**src/rtl/card_pkg.sv**
```systemverilog
// card_pkg -- shared definitions for the hand dealer.
//   dealState_t : dealer FSM states (IDLE, SCORE, FULL)
//   CARD_MIN/CARD_MAX : range of the card code (A=1 .. K=13)
//   MAX_CARDS   : hand capacity
//   card_value  : card code -> scoring value 0..9 (10/J/Q/K count as 0)
//   mod10       : reduce a 0..27 hand sum to a 0..9 score
package card_pkg;

  typedef enum logic [1:0] {
    IDLE,
    SCORE,
    FULL
  } dealState_t;

  localparam logic [3:0] CARD_MIN  = 4'd1;
  localparam logic [3:0] CARD_MAX  = 4'd13;
  localparam logic [1:0] MAX_CARDS = 2'd3;

  function automatic logic [3:0] card_value(input logic [3:0] cardCode);
    logic [3:0] v;
    v = '0;
    if (cardCode >= 4'd1 && cardCode <= 4'd9) v = cardCode;
    return v;
  endfunction

  // Sum never exceeds 27, so two conditional subtractions are enough.
  function automatic logic [3:0] mod10(input logic [4:0] sum);
    logic [4:0] r;
    if (sum >= 5'd20)      r = sum - 5'd20;
    else if (sum >= 5'd10) r = sum - 5'd10;
    else                   r = sum;
    return r[3:0];
  endfunction

endpackage

```
**src/rtl/card_counter.sv**
```systemverilog
// card_counter -- free-running draw counter cycling CARD_MIN..CARD_MAX.
//   clock  : rising-edge clock
//   resetb : asynchronous active-low reset, loads CARD_MIN
//   out    : current draw value, always 1..13
module card_counter
  import card_pkg::*;
(
  input  logic       clock,
  input  logic       resetb,
  output logic [3:0] out
);

  // ">=" also pulls any out-of-range value back into the cycle.
  always_ff @(posedge clock or negedge resetb) begin
    if (!resetb)              out <= CARD_MIN;
    else if (out >= CARD_MAX) out <= CARD_MIN;
    else                      out <= out + 4'd1;
  end

endmodule

```
**src/rtl/hand_dealer.sv**
```systemverilog
// hand_dealer -- deals up to three cards from a free-running draw counter
// and keeps a mod-10 hand score.
//   clock, resetb : rising-edge clock, asynchronous active-low reset
//   deal_req      : level-sampled request to draw one card
//   hand_clear    : empty the hand (wins over deal_req)
//   card_valid    : one-cycle pulse when new card and score are stable
//   card          : last dealt card (0 = none)
//   slot1..slot3  : held cards, 0 = empty; same code as the 7-seg decoders
//   card_count    : cards held, 0..3
//   score         : hand score 0..9
//   hand_full     : card_count == 3
//   deal_err      : one-cycle pulse for a request refused on a full hand
module hand_dealer
  import card_pkg::*;
(
  input  logic       clock,
  input  logic       resetb,
  input  logic       deal_req,
  input  logic       hand_clear,
  output logic       card_valid,
  output logic [3:0] card,
  output logic [3:0] slot1,
  output logic [3:0] slot2,
  output logic [3:0] slot3,
  output logic [1:0] card_count,
  output logic [3:0] score,
  output logic       hand_full,
  output logic       deal_err
);

  dealState_t state;
  logic [3:0] drawCard;
  logic [4:0] scoreSum;

  card_counter drawCounter (
    .clock  (clock),
    .resetb (resetb),
    .out    (drawCard)
  );

  // Slots are already updated when SCORE is entered, so the sum reads them directly.
  always_comb begin
    scoreSum = 5'(card_value(slot1)) + 5'(card_value(slot2)) + 5'(card_value(slot3));
  end

  // Derived from a register only; no input reaches it combinationally.
  assign hand_full = (card_count == MAX_CARDS);

  always_ff @(posedge clock or negedge resetb) begin
    if (!resetb) begin
      state      <= IDLE;
      card       <= '0;
      slot1      <= '0;
      slot2      <= '0;
      slot3      <= '0;
      card_count <= '0;
      score      <= '0;
      card_valid <= 1'b0;
      deal_err   <= 1'b0;
    end else begin
      card_valid <= 1'b0;
      deal_err   <= 1'b0;
      if (hand_clear) begin
        state      <= IDLE;
        card       <= '0;
        slot1      <= '0;
        slot2      <= '0;
        slot3      <= '0;
        card_count <= '0;
        score      <= '0;
      end else begin
        case (state)
          IDLE: begin
            if (deal_req) begin
              card <= drawCard;
              case (card_count)
                2'd0:    slot1 <= drawCard;
                2'd1:    slot2 <= drawCard;
                2'd2:    slot3 <= drawCard;
                default: ;
              endcase
              card_count <= card_count + 2'd1;
              state      <= SCORE;
            end
          end
          SCORE: begin
            score      <= mod10(scoreSum);
            card_valid <= 1'b1;
            state      <= (card_count == MAX_CARDS) ? FULL : IDLE;
          end
          FULL: begin
            if (deal_req) deal_err <= 1'b1;
          end
          default: state <= IDLE;
        endcase
      end
    end
  end

endmodule

```
**config.mk**
```make
export PLATFORM = sky130hd
export DESIGN_NAME = hand_dealer
export DESIGN_NICKNAME = d
export VERILOG_FILES = /design/src/rtl/card_pkg.sv /design/src/rtl/card_counter.sv /design/src/rtl/hand_dealer.sv
export SDC_FILE = /design/constraint.sdc
export NUM_CORES = 1
export LEC_CHECK = 0
export BUFFER_PORTS_ARGS = -buffer_cell sky130_fd_sc_hd__buf_2
export CORE_ASPECT_RATIO = 0.9
export CORE_MARGIN = 4
export CORE_UTILIZATION = 33
export CTS_CLUSTER_DIAMETER = 80
export CTS_CLUSTER_SIZE = 14
export DETAILED_ROUTE_END_ITERATION = 8
export PLACE_DENSITY = 0.52
export SYNTH_ARGS = -nofsm -noshare
export SYNTH_HDL_FRONTEND = slang
export SYNTH_HIERARCHICAL = 1
export SYNTH_SLANG_ARGS = --single-unit
```
**constraint.sdc**
```tcl
create_clock -name clock -period 3.1 [get_ports clock]
set_clock_uncertainty 0.05 [all_clocks]
set_input_delay 0.62 -clock clock [delete_from_list [all_inputs] [get_ports clock]]
set_output_delay 0.62 -clock clock [all_outputs]
set_load 0.01 [all_outputs]
```
==> impl_metrics.json <==
{
  "max_stage_delay_ns": 0.48,
  "yosys.area_share.adder_pct": 14.8,
  "drc": 0,
  "slowest_stage": "fa_1",
  "cts_buffer_depth": 2,
  "ys_seq_area_share_pct": 42.4,
  "p_total_uw": 909,
  "synth_area_leaders": "dfrtp_1, ha_1, mux2i_1, fa_1, nor2_1",
  "grt_antenna_before_repair": 0,
  "ios": 29,
  "setup_ws_ns": 0.0104,
  "hold_class": "input port to async pin",
  "numCtsBuffers": 5,
  "postSynthAreaPerCell_sq_um": 10.5,
  "setup_viol": 0,
  "startpoint": "slot1[1]",
  "clock-root-buffer": "clkbuf_8",
  "endpoint": "score[2]",
  "top_layer": "met4",
  "tns_ns": 0,
  "grt_pass1_vias": 1286,
  "num_rows": 25,
  "gpl.final_weighted_congestion": 0.753,
  "worst-setup-path-type": "flip-flop to flip-flop",
  "fin_nets": 229,
  "dieArea_sq_mm": 0.00661,
  "netlist_instances": 169,
  "synth_simple_gate_area_share_pct": 19.4,
  "synth_top_cell_area_share_pct": 41.0,
  "wl_met1_microns": 1820,
  "insertedDiodeCount": 0,
  "worstPathRequired_ns": 3.18,
  "fmax_ghz": 0.324,
  "cp-start-kind": "flip-flop",
  "wire_per_inst_microns": 14.3,
  "cap_violations": 0,
  "syn-cell-area_sq_mm": 0.00177,
  "power_density_mw_per_mm2": 414,
  "viasPerCell": 4.81,
  "clock_latency_ns": 0.28,
  "maxSlewViolCount": 0,
  "die_w_microns": 85.2,
  "finalCriticalPeriod_ns": 3.09,
  "ys.flop_type": "dfrtp_1",
  "dr.pass1.iters": 4,
  "yosys_warnings": 6,
  "synth_seq_cells": 30,
  "cp_num_buf_inv": 1,
  "rsz0062_at_grt": "yes",
  "r2r_setup_slack_ns": 0.01,
  "tightest_slew_ns": 0.705,
  "post-place-ws_ns": -0.0206,
  "route.met2.wl_microns": 1880,
  "grt_usage_pct": 12.1,
  "async_flop_share_pct": 100,
  "stdcell_area_sq_mm": 0.00220,
  "syn_to_final_growth_pct": 24.0,
  "p_leak_nw": 1.09,
  "synth_top_family_by_area": "simple AND/OR/NAND/NOR gates",
  "clock-sinks": 30,
  "synth_edf_count": 0,
  "fp.dieH_microns": 77.5,
  "h-tree-depth": 2,
  "grt-ovfl-total": 0,
  "crit_chain": "nor2b_4 > fa_1 > ha_2 > fa_2 > xor2_2 > inv_2 > ha_2 > and3b_1 > or3_4 > a31oi_2 > a211o_1 > a311oi_2",
  "synthXorXnorAreaFrac_pct": 1.41,
  "vdd_drop_max_mv": 0.195,
  "drtIter0Drc": 70,
  "r2r-end": "score[2]",
  "place_area_sq_mm": 0.00202,
  "hold_viol": 0,
  "final_util_pct": 42.1,
  "io_buffers": 28,
  "period_share_pct": 99.7,
  "crit_cells": 12,
  "dr_wl_met3_microns": 183,
  "synth.largest_area_cell": "dfrtp_1",
  "via_count": 1322,
  "arrival_ns": 3.17,
  "drive_gt1_share_pct": 35.1,
  "synth_fp_nets": 191,
  "cp_common_cell": "ha_2",
  "grt_max_degree": 31,
  "drt-total-wl_microns": 3920,
  "ctsHoldBuffers": 0,
  "r2r_cells": 12,
  "timing.rr.start": "slot1[1]",
  "outcome": "finished clean",
  "synth_compound_area_share_pct": 9.25,
  "end_kind": "flip-flop",
  "cts_tree": "done",
  "critical-path-top-delay-family": "adder cells",
  "ant_nets": 0,
  "hpwl_microns": 2760,
  "grt_pass1_wl_microns": 6380,
  "synth_mux_area_share_pct": 9.04,
  "core-area_sq_mm": 0.00522,
  "critical_path_peak_fanout": 5,
  "yosysUniqueCellTypes": 43,
  "clk_pin_slew_ns": 0.07,
  "start_util_pct": 33.9,
  "slew_headroom_pct": 53.0
}
## kinds of logic after synthesis
kind of cell | Yosys count
adder cells (fa/ha/maj) | 18
AND/OR/NAND/NOR | 64
flip-flops | 30
buffers and inverters | 16
multiplexers | 16
XOR/XNOR | 2
AO/OA/AOI/OAI | 23
## layer usage
layer  track usage (%)  up-vias
li1                  -      648
met1              15.7      642
met2              19.7       28
met3              3.08        4
met4              3.80        0
met5                 0        -
## worst min path at each step
stage                             from                  to  slack [ns]
global route                    resetb            slot1[2]        0.40
finish                          resetb       card_count[0]        0.34
CTS                             resetb            score[1]        0.36
floorplan                       resetb             card[0]        0.27
detailed placement  drawCounter/out[0]  drawCounter/out[0]        0.46
global placement    drawCounter/out[0]  drawCounter/out[0]        0.46
## cells in the mapped netlist, types with 3 or more instances
cell,instances
nand2_1,6
nor2b_1,9
and3b_1,3
dfrtp_1,29
clkbuf_1,3
nor2_1,26
fa_1,5
mux2i_1,16
ha_1,13
nor3b_1,4
inv_1,8
a21oi_1,5
o21ai_0,4
and2_1,5
## what timing repair did
action / 4_1_cts / 5_1_grt
pin swaps: 3 / 5
gates cloned: 0 / 0
buffers inserted: 1 / 3
endpoints found under the setup margin: 1 / 3
gates resized for setup: 3 / 17
## state kept, by name (all words and copies together) (netlist names)
register         count
card_count           2
card                 4
drawCounter/out      4
state                2
slot2                4
slot3                4
deal_err             1
score                4
card_valid           1
slot1                4
## metrics by stage
stage	hold slack (ns)	cells
final	0.340	275
after global routing	0.404	275
after global placement	0.462	263
after floorplan	0.274	169
after detailed placement	0.464	263
after CTS	0.363	272
## cell type report
class | instances | area (sq um)
clock buffers | 6 | 82.6
clock inverters | 2 | 12.5
fillers | 511 | 3030
inverters | 9 | 33.8
multi-input cells | 123 | 1010
flip-flops and latches | 30 | 758
well taps | 67 | 83.8
repair buffers | 38 | 215
## power by group
group | internal, mW | switching [mW] | total (mW)
registers | 0.407 | 0.0161 | 0.423
logic | 0.0709 | 0.0837 | 0.155
clock network | 0.178 | 0.154 | 0.332
total | 0.656 | 0.253 | 0.909
## cells in the final DEF, fill, tap and decap left out, drive strengths merged, types with 6 or more instances in the layout
cell | synthesis | final
buf | 2 | 38
clkbuf | 5 | 6
dfrtp | 29 | 29
ha | 13 | 13
inv | 9 | 9
mux2i | 16 | 16
nand2 | 6 | 6
nor2 | 26 | 26
nor2b | 9 | 9
o21ai | 6 | 6
Power figures use the tool's default switching activity.
